==> src/rtl/baccarat_round_controller_pkg.sv <==
// Shared types and helpers for the Baccarat round controller: FSM states,
// bet sides, scoring thresholds and the rank-to-value mapping.
package baccarat_pkg;

    typedef enum logic [4:0] {
        S_IDLE,
        S_REQ_P1, S_LD_P1,
        S_REQ_D1, S_LD_D1,
        S_REQ_P2, S_LD_P2,
        S_REQ_D2, S_LD_D2,
        S_DECIDE,
        S_REQ_P3, S_LD_P3,
        S_DECIDE3,
        S_REQ_D3, S_LD_D3,
        S_SETTLE,
        S_FAULT
    } state_t;

    typedef enum logic [1:0] {
        SIDE_PLAYER  = 2'd0,
        SIDE_DEALER  = 2'd1,
        SIDE_TIE     = 2'd2,
        SIDE_ILLEGAL = 2'd3
    } side_t;

    localparam logic [3:0] NATURAL_MIN      = 4'd8;
    localparam logic [3:0] PLAYER_STAND_MIN = 4'd6;
    localparam logic [3:0] DEALER_STAND     = 4'd7;

    // Tens and face cards count as zero; everything else at face value.
    function automatic logic [3:0] card_value(input logic [3:0] rank);
        return (rank >= 4'd10) ? 4'd0 : rank;
    endfunction

endpackage

==> src/rtl/baccarat_round_controller_if.sv <==
// Request/valid card fetch between the round controller (master) and the
// deck source (slave). card_req is a level; a card transfers on any cycle
// where card_req and card_valid are both high.
interface baccarat_card_if;
    logic       card_req;
    logic       card_valid;
    logic [3:0] card_in;

    modport master (output card_req, input card_valid, input card_in);
    modport slave  (input card_req, output card_valid, output card_in);
endinterface

==> src/rtl/baccarat_round_controller_draw_rules.sv <==
// Baccarat third-card tableau. player_drew selects between the two-card
// decision (player_drew=0) and the dealer response to a player third card.
module baccarat_draw_rules
    import baccarat_pkg::*;
(
    input  logic [3:0] pscore,
    input  logic [3:0] dscore,
    input  logic [3:0] pcard3,
    input  logic       player_drew,
    output logic       player_draw,
    output logic       dealer_draw
);

    logic       natural;
    logic       tableau;
    logic [3:0] v;

    // Decide both draws from the current totals and the player's third card.
    always_comb begin
        v           = card_value(pcard3);
        natural     = (pscore >= NATURAL_MIN) || (dscore >= NATURAL_MIN);
        player_draw = !natural && (pscore < PLAYER_STAND_MIN);
        tableau     = 1'b0;
        case (dscore)
            4'd0, 4'd1, 4'd2: tableau = 1'b1;
            4'd3:             tableau = (v != 4'd8);
            4'd4:             tableau = (v >= 4'd2) && (v <= 4'd7);
            4'd5:             tableau = (v >= 4'd4) && (v <= 4'd7);
            4'd6:             tableau = (v >= 4'd6) && (v <= 4'd7);
            default:          tableau = 1'b0;
        endcase
        // Without a player third card the dealer stands on 6 and 7.
        if (player_drew) begin
            dealer_draw = tableau;
        end else begin
            dealer_draw = !natural && (pscore >= PLAYER_STAND_MIN)
                          && (dscore <= DEALER_STAND - 4'd2);
        end
    end

endmodule

==> src/rtl/baccarat_round_controller.sv <==
// Round scheduler above the card datapath: takes a bet, fetches four to six
// cards over a request/valid handshake, strobes the matching datapath card
// register, applies the draw rules, settles the bankroll and guards against
// a stalled deck with a watchdog.
module baccarat_round_controller
    import baccarat_pkg::*;
#(
    parameter int BANK_W     = 10,
    parameter int INIT_BANK  = 100,
    parameter int TIMEOUT    = 255,
    parameter int TIE_PAYOUT = 8
) (
    input  logic              slow_clock,
    input  logic              reset,
    input  logic              start,
    input  logic [1:0]        bet_side,
    input  logic [BANK_W-1:0] bet_amount,
    baccarat_card_if.master   deck,
    output logic [3:0]        card_out,
    input  logic [3:0]        pscore,
    input  logic [3:0]        dscore,
    input  logic [3:0]        pcard3,
    output logic              load_pcard1,
    output logic              load_pcard2,
    output logic              load_pcard3,
    output logic              load_dcard1,
    output logic              load_dcard2,
    output logic              load_dcard3,
    output logic              player_win_light,
    output logic              dealer_win_light,
    output logic [BANK_W-1:0] bankroll,
    output logic              busy,
    output logic              round_done,
    output logic              bet_err,
    output logic              fault
);

    localparam int WD_W  = $clog2(TIMEOUT + 1);
    localparam int SUM_W = BANK_W + 4;
    localparam logic [SUM_W-1:0] BANK_MAX = {{4{1'b0}}, {BANK_W{1'b1}}};

    state_t            state_q;
    side_t             side_q;
    logic [BANK_W-1:0] bank_q, bet_q;
    logic [WD_W-1:0]   wd_q;
    logic [3:0]        card_q;
    logic              card_req_q;
    logic [5:0]        load_q;  // {d3, d2, d1, p3, p2, p1}
    logic              pwin_q, dwin_q, busy_q, done_q, err_q, fault_q;

    state_t            ld_state_d, after_ld_d;
    logic [5:0]        ld_strobe_d;
    logic              after_is_req_d;
    logic              start_ok_d;
    logic [SUM_W-1:0]  bet_ext_d, credit_d;
    logic [BANK_W-1:0] settle_d;
    logic              player_draw, dealer_draw;

    function automatic logic [BANK_W-1:0] sat_bank(input logic [SUM_W-1:0] x);
        return (x > BANK_MAX) ? '1 : x[BANK_W-1:0];
    endfunction

    baccarat_draw_rules u_rules (
        .pscore      (pscore),
        .dscore      (dscore),
        .pcard3      (pcard3),
        .player_drew (state_q == S_DECIDE3),
        .player_draw (player_draw),
        .dealer_draw (dealer_draw)
    );

    // Map each request state to its load state/strobe, and each load state to its successor.
    always_comb begin
        ld_state_d  = S_IDLE;
        ld_strobe_d = '0;
        after_ld_d  = S_IDLE;
        case (state_q)
            S_REQ_P1: begin ld_state_d = S_LD_P1; ld_strobe_d = 6'b000001; end
            S_REQ_D1: begin ld_state_d = S_LD_D1; ld_strobe_d = 6'b001000; end
            S_REQ_P2: begin ld_state_d = S_LD_P2; ld_strobe_d = 6'b000010; end
            S_REQ_D2: begin ld_state_d = S_LD_D2; ld_strobe_d = 6'b010000; end
            S_REQ_P3: begin ld_state_d = S_LD_P3; ld_strobe_d = 6'b000100; end
            S_REQ_D3: begin ld_state_d = S_LD_D3; ld_strobe_d = 6'b100000; end
            S_LD_P1:  after_ld_d = S_REQ_D1;
            S_LD_D1:  after_ld_d = S_REQ_P2;
            S_LD_P2:  after_ld_d = S_REQ_D2;
            S_LD_D2:  after_ld_d = S_DECIDE;
            S_LD_P3:  after_ld_d = S_DECIDE3;
            S_LD_D3:  after_ld_d = S_SETTLE;
            default:  ;
        endcase
        after_is_req_d = (after_ld_d == S_REQ_D1) || (after_ld_d == S_REQ_P2)
                         || (after_ld_d == S_REQ_D2);
    end

    // Bet acceptance and settlement credit at widened precision.
    always_comb begin
        start_ok_d = (bet_amount != '0) && (bet_amount <= bank_q)
                     && (bet_side != SIDE_ILLEGAL);
        bet_ext_d  = {4'b0, bet_q};
        credit_d   = '0;
        case (side_q)
            SIDE_PLAYER: begin
                if (pscore > dscore)       credit_d = bet_ext_d << 1;
                else if (pscore == dscore) credit_d = bet_ext_d;
            end
            SIDE_DEALER: begin
                if (dscore > pscore)       credit_d = bet_ext_d << 1;
                else if (pscore == dscore) credit_d = bet_ext_d;
            end
            SIDE_TIE: begin
                if (pscore == dscore)      credit_d = bet_ext_d * SUM_W'(TIE_PAYOUT + 1);
            end
            default: credit_d = '0;
        endcase
        settle_d = sat_bank({4'b0, bank_q} + credit_d);
    end

    // Round FSM with all outputs registered.
    always_ff @(posedge slow_clock) begin
        if (reset) begin
            state_q    <= S_IDLE;
            side_q     <= SIDE_PLAYER;
            bank_q     <= BANK_W'(INIT_BANK);
            bet_q      <= '0;
            wd_q       <= '0;
            card_q     <= '0;
            card_req_q <= 1'b0;
            load_q     <= '0;
            pwin_q     <= 1'b0;
            dwin_q     <= 1'b0;
            busy_q     <= 1'b0;
            done_q     <= 1'b0;
            err_q      <= 1'b0;
            fault_q    <= 1'b0;
        end else begin
            load_q <= '0;
            done_q <= 1'b0;
            err_q  <= 1'b0;
            case (state_q)
                S_IDLE: begin
                    if (start) begin
                        if (start_ok_d) begin
                            bank_q     <= bank_q - bet_amount;
                            bet_q      <= bet_amount;
                            side_q     <= side_t'(bet_side);
                            pwin_q     <= 1'b0;
                            dwin_q     <= 1'b0;
                            busy_q     <= 1'b1;
                            card_req_q <= 1'b1;
                            wd_q       <= '0;
                            state_q    <= S_REQ_P1;
                        end else begin
                            err_q <= 1'b1;
                        end
                    end
                end
                S_REQ_P1, S_REQ_D1, S_REQ_P2, S_REQ_D2, S_REQ_P3, S_REQ_D3: begin
                    if (deck.card_valid) begin
                        card_q     <= deck.card_in;
                        card_req_q <= 1'b0;
                        wd_q       <= '0;
                        load_q     <= ld_strobe_d;
                        state_q    <= ld_state_d;
                    end else if (wd_q == WD_W'(TIMEOUT - 1)) begin
                        // Deck stalled: give the stake back and park until start.
                        bank_q     <= bank_q + bet_q;
                        card_req_q <= 1'b0;
                        busy_q     <= 1'b0;
                        fault_q    <= 1'b1;
                        wd_q       <= '0;
                        state_q    <= S_FAULT;
                    end else begin
                        wd_q <= wd_q + 1'b1;
                    end
                end
                S_LD_P1, S_LD_D1, S_LD_P2, S_LD_D2, S_LD_P3, S_LD_D3: begin
                    card_req_q <= after_is_req_d;
                    state_q    <= after_ld_d;
                end
                S_DECIDE: begin
                    if (player_draw) begin
                        card_req_q <= 1'b1;
                        state_q    <= S_REQ_P3;
                    end else if (dealer_draw) begin
                        card_req_q <= 1'b1;
                        state_q    <= S_REQ_D3;
                    end else begin
                        state_q <= S_SETTLE;
                    end
                end
                S_DECIDE3: begin
                    if (dealer_draw) begin
                        card_req_q <= 1'b1;
                        state_q    <= S_REQ_D3;
                    end else begin
                        state_q <= S_SETTLE;
                    end
                end
                S_SETTLE: begin
                    bank_q  <= settle_d;
                    pwin_q  <= (pscore >= dscore);
                    dwin_q  <= (dscore >= pscore);
                    done_q  <= 1'b1;
                    busy_q  <= 1'b0;
                    state_q <= S_IDLE;
                end
                S_FAULT: begin
                    if (start) begin
                        fault_q <= 1'b0;
                        state_q <= S_IDLE;
                    end
                end
                default: state_q <= S_IDLE;
            endcase
        end
    end

    assign deck.card_req     = card_req_q;
    assign card_out          = card_q;
    assign load_pcard1       = load_q[0];
    assign load_pcard2       = load_q[1];
    assign load_pcard3       = load_q[2];
    assign load_dcard1       = load_q[3];
    assign load_dcard2       = load_q[4];
    assign load_dcard3       = load_q[5];
    assign player_win_light  = pwin_q;
    assign dealer_win_light  = dwin_q;
    assign bankroll          = bank_q;
    assign busy              = busy_q;
    assign round_done        = done_q;
    assign bet_err           = err_q;
    assign fault             = fault_q;

endmodule

==> src/flat_wrapper.sv <==
// flat-port wrapper written by rule: the top's interface ports become plain ports
module baccarat_round_controller_flat import baccarat_pkg::*;
#(
    parameter int BANK_W     = 10,
    parameter int INIT_BANK  = 100,
    parameter int TIMEOUT    = 255,
    parameter int TIE_PAYOUT = 8
)
  (slow_clock, reset, start, bet_side, bet_amount, card_out, pscore, dscore, pcard3, load_pcard1, load_pcard2, load_pcard3, load_dcard1, load_dcard2, load_dcard3, player_win_light, dealer_win_light, bankroll, busy, round_done, bet_err, fault, deck_card_req, deck_card_valid, deck_card_in);
  baccarat_card_if deck_i ();
  input  logic slow_clock;
  input  logic reset;
  input  logic start;
  input  logic [1:0] bet_side;
  input  logic [BANK_W-1:0] bet_amount;
  output logic [3:0] card_out;
  input  logic [3:0] pscore;
  input  logic [3:0] dscore;
  input  logic [3:0] pcard3;
  output logic load_pcard1;
  output logic load_pcard2;
  output logic load_pcard3;
  output logic load_dcard1;
  output logic load_dcard2;
  output logic load_dcard3;
  output logic player_win_light;
  output logic dealer_win_light;
  output logic [BANK_W-1:0] bankroll;
  output logic busy;
  output logic round_done;
  output logic bet_err;
  output logic fault;
  output wire logic [$bits(deck_i.card_req)-1:0] deck_card_req;
  input wire logic [$bits(deck_i.card_valid)-1:0] deck_card_valid;
  input wire logic [$bits(deck_i.card_in)-1:0] deck_card_in;
  assign deck_card_req = deck_i.card_req;
  assign deck_i.card_valid = deck_card_valid;
  assign deck_i.card_in = deck_card_in;
  baccarat_round_controller #(.BANK_W(BANK_W), .INIT_BANK(INIT_BANK), .TIMEOUT(TIMEOUT), .TIE_PAYOUT(TIE_PAYOUT)) u_core (.slow_clock(slow_clock), .reset(reset), .start(start), .bet_side(bet_side), .bet_amount(bet_amount), .deck(deck_i), .card_out(card_out), .pscore(pscore), .dscore(dscore), .pcard3(pcard3), .load_pcard1(load_pcard1), .load_pcard2(load_pcard2), .load_pcard3(load_pcard3), .load_dcard1(load_dcard1), .load_dcard2(load_dcard2), .load_dcard3(load_dcard3), .player_win_light(player_win_light), .dealer_win_light(dealer_win_light), .bankroll(bankroll), .busy(busy), .round_done(round_done), .bet_err(bet_err), .fault(fault));
endmodule
==> config.mk <==
export PLATFORM = sky130hd
export DESIGN_NAME = baccarat_round_controller_flat
export DESIGN_NICKNAME = d
export VERILOG_FILES = /design/src/rtl/baccarat_round_controller_pkg.sv /design/src/rtl/baccarat_round_controller_if.sv /design/src/rtl/baccarat_round_controller_draw_rules.sv /design/src/rtl/baccarat_round_controller.sv /design/src/flat_wrapper.sv
export SDC_FILE = /design/constraint.sdc
export NUM_CORES = 1
export LEC_CHECK = 0
export CORE_AREA = 5 5 67 130
export CTS_BUF_LIST = sky130_fd_sc_hd__clkbuf_8
export DETAILED_ROUTE_END_ITERATION = 16
export DIE_AREA = 0 0 72 135
export GPL_ROUTABILITY_DRIVEN = 0
export PLACE_DENSITY = 0.84
export SETUP_SLACK_MARGIN = 0.02
export SLEW_MARGIN = 20
export SYNTH_ARGS = -nofsm -noshare
export SYNTH_HDL_FRONTEND = slang
export SYNTH_SLANG_ARGS = --single-unit
==> constraint.sdc <==
create_clock -name slow_clock -period 7.1 [get_ports slow_clock]
set_input_delay 1.065 -clock slow_clock [delete_from_list [all_inputs] [get_ports slow_clock]]
set_output_delay 1.065 -clock slow_clock [all_outputs]
set_load 0.01 [all_outputs]
==> flow_metrics.env <==
export IMPL_worst_r2r_startpoint="u_core.bet_q[4]"
export IMPL_p_int_uw=657
export IMPL_timing_hold_worst_class="reg -> reg"
export IMPL_tritoncts="yes"
export IMPL_timing_max_transition_violations_final=0
export IMPL_p_sw_share_pct=43.0
export IMPL_num_rows=45
export IMPL_grt_start_max_net_pins=48
export IMPL_worst_path_stages=19
export IMPL_ctsLongestPathBuffers=2
export IMPL_fin_crit_ps=5480
export IMPL_worstSkewPairLatency_ps=320
export IMPL_post_route_cells_drive_above_1_share_pct=3.98
export IMPL_initial_antenna_violation_count=0
export IMPL_drtIter0Drc=378
export IMPL_post_drt_via_cell_ratio=6.59
export IMPL_synth_seq_cells=52
export IMPL_peak_supply_drop_mv=0.176
export IMPL_groute_usage_overall_pct=27.8
export IMPL_ordered_cell_list_for_the_critical_path="clkdlybuf4s50_1 > inv_1 > ha_1 > nor2b_1 > o211ai_1 > a211oi_1 > or2_2 > and2_1 > a222oi_1 > inv_1 > ha_1 > o21a_1 > a21oi_1 > o21ai_0 > nand3_1 > and4b_1 > o22ai_2 > o21ai_0 > a311oi_2"
export IMPL_setup_ws_ps=1620
export IMPL_r2r_slack_ps=2890
export IMPL_layout_area_overhead_vs_synth_pct=15.7
export IMPL_timing_worst_slew_pin_value_ps=961
export IMPL_cp_start_kind="input port"
export IMPL_worst_clock_skew_on_the_final_layout_ps=7.02
export IMPL_slew_headroom_pct=35.9
export IMPL_netlist_instances=557
export IMPL_ff2ff_path_depth=15
export IMPL_dominantRegCellSynth="dfxtp_1"
export IMPL_netlist_cell_type_count=63
export IMPL_cts_setup_buffers=0
export IMPL_port_buffer_count=58
export IMPL_cts_htree_levels=2
export IMPL_overflow=0
export IMPL_top_layer_used="met4"
export IMPL_setup_tns_final_ps=0
export IMPL_critical_path_max_stage_delay_ps=500
export IMPL_grt_setup_unrepaired="false"
export IMPL_postCtsResizedCells=0
export IMPL_power_leakage_uw=0.00210
export IMPL_cts_inserted_buffers=5
export IMPL_run_status="completed"
export IMPL_cts_reportedPaths_clkPinSlew_ps=100
export IMPL_power_share_clock_pct=16.4
export IMPL_cts_hold_fix_buffers=0
export IMPL_worstSetupStartpoint="dscore[1]"
export IMPL_crit_buf_inv=3
export IMPL_die_area_mm2=0.00972
export IMPL_detail_route_antenna_nets=0
export IMPL_drv_cap=0
export IMPL_synth_async_reset_ratio_pct=0
export IMPL_slowest_stage="clkdlybuf4s50_1"
export IMPL_setup_viol=0
export IMPL_grt_pass1_wl_um=21100
export IMPL_clock_root_buffer="clkbuf_8"
export IMPL_wl_um=13300
export IMPL_routed_wl_met2_um=7150
export IMPL_seq_power_share_pct=33.3
export IMPL_vias=4593
export IMPL_ios=59
export IMPL_dp_slack_ps=1410
export IMPL_hold_viol_final=0
export IMPL_effective_utilization_at_floorplan_pct=58.3
export IMPL_antenna_cells=0
export IMPL_final_net_count=687
export IMPL_postSynthAreaPerCell_um2=7.90
export IMPL_most_frequent_standard_cell_in_the_layout_excluding_fill_and_tap_cells="nor2_1"
export IMPL_timing_rr_end="u_core.bankroll[4]"
export IMPL_die_x_um=72
export IMPL_yosysWarnings=0
export IMPL_die_height_um=135
export IMPL_cts_sinks=52
export IMPL_worst_path_max_fanout=10
export IMPL_layout_cells_most_common_list="nor2_1, clkdlybuf4s50_1, dfxtp_1"
export IMPL_combPwrFrac_pct=50.3
export IMPL_filler_cell_count=661
export IMPL_layout_worst_path_cycle_share_pct=77.2
export IMPL_power_density_mw_per_mm2=226
export IMPL_synth_sequential_area_ratio_pct=23.7
export IMPL_timing_critical_path_arrival_ps=5720
export IMPL_timing_critical_path_to_type="flip-flop"
export IMPL_setup_worst_path_end="u_core.bankroll[4]"
export IMPL_crit_required_ps=7340
export IMPL_wire_per_inst_um=19.0
export IMPL_core_area_mm2=0.00754
export IMPL_met1Wirelength_um=4340
export IMPL_timing_setup_critical_path_class="in -> reg"
export IMPL_drt_pre_antenna_iters=5
export IMPL_synth_cell_area_mm2=0.00440
export IMPL_grt_pass1_vias=4600
export IMPL_timing_critical_path_max_delay_family="compound AO/OA/AOI/OAI gates"
export IMPL_detail_route_drc_violations=0
export IMPL_power_net_switching_uw=495
export IMPL_syn_num_nets=642
export IMPL_hpwl_um=10400
export IMPL_route_met3_wl_um=712
export IMPL_timing_fmax_mhz=183
export IMPL_synth_edf_count=0
-- tightest hold or removal path, cell delays in order, from the launching register on --
cell     delay (ps)
dfxtp_1         320
nand2_1          50
a21oi_1          50
-- final cells by class --
cell class,count,area [um2],share of cell area (%)
multi-input combinational,455,3140,61.8
sequential,52,1040,20.4
timing repair buffer,59,583,11.5
tap,94,118,2.31
inverter,29,109,2.14
clock buffer,6,82.6,1.62
clock inverter,2,13.8,0.270
-- flip-flops by register name, summed over array words and instances (netlist names), 2 cells and up --
signal / cells
u_core.card_out: 4
u_core.side_q: 2
u_core.bankroll: 10
u_core.wd_q: 8
u_core.bet_q: 10
u_core.load_q: 6
u_core.state_q: 5
-- metrics by stage --
step,cells,util [%],power (uW),area [um2],hold WS [ps]
floorplan,557,-,785,4400,439
global placement,689,66.2,931,4990,443
detailed placement,689,66.2,952,4990,448
CTS,697,67.5,1140,5090,462
global route,697,67.5,1220,5090,487
finish,697,67.5,1150,5090,457
-- power groups by stage --
stage | clock, uW | combinational [uW] | sequential [uW]
6_report | 189 | 580 | 384
5_1_grt | 201 | 633 | 389
4_1_cts | 191 | 568 | 381
3_5_place_dp | 0 | 564 | 388
3_3_place_gp | 0 | 544 | 387
2_1_floorplan | 0 | 415 | 370
-- cell usage after synthesis (10+ instances only) --
| master | instances | area, um2 |
|---|---|---|
| nand3_1 | 15 | 75.1 |
| mux2i_1 | 11 | 110 |
| a21oi_1 | 39 | 195 |
| clkbuf_1 | 14 | 52.6 |
| nand2_1 | 36 | 135 |
| nor3_1 | 16 | 80.1 |
| xnor2_1 | 17 | 149 |
| inv_1 | 29 | 109 |
| a22oi_1 | 12 | 90.1 |
| o21ai_0 | 39 | 195 |
| xor2_1 | 10 | 87.6 |
| a31oi_1 | 13 | 81.3 |
| dfxtp_1 | 52 | 1040 |
| nor2_1 | 67 | 251 |
| nor2b_1 | 10 | 62.6 |
| a21o_1 | 11 | 82.6 |
| ha_1 | 49 | 613 |
-- per-layer routing --
| metal | up-vias | GRT usage [%] |
|---|---|---|
| li1 | 2146 | - |
| met1 | 2129 | 25.2 |
| met2 | 228 | 52.6 |
| met3 | 90 | 3.50 |
| met4 | 0 | 22.1 |
| met5 | - | 0 |
-- cell families (layout without fill, tap and decap cells) --
family	after synthesis	count (layout)	synth area share, %
AND/OR/NAND/NOR	191	191	21.2
AO/OA/AOI/OAI	172	172	26.4
adder cells (fa/ha/maj)	54	54	16.0
flip-flops	52	52	23.7
buffers and inverters	50	96	4.86
XOR/XNOR	27	27	5.38
multiplexers	11	11	2.50
-- worst min path at each step --
stage                                    end  slack [ps]          startpoint  cells past startpoint
after global placement    u_core.card_out[0]         440  u_core.card_out[0]                      2
after detailed placement  u_core.card_out[2]         450  u_core.card_out[2]                      2
after global routing      u_core.card_out[0]         490  u_core.card_out[0]                      2
final                     u_core.card_out[2]         460  u_core.card_out[2]                      2
after CTS                 u_core.card_out[2]         460  u_core.card_out[2]                      2
after floorplan               u_core.wd_q[6]         440      u_core.wd_q[6]                      1
Note: power is estimated with default switching activity, not from simulation.
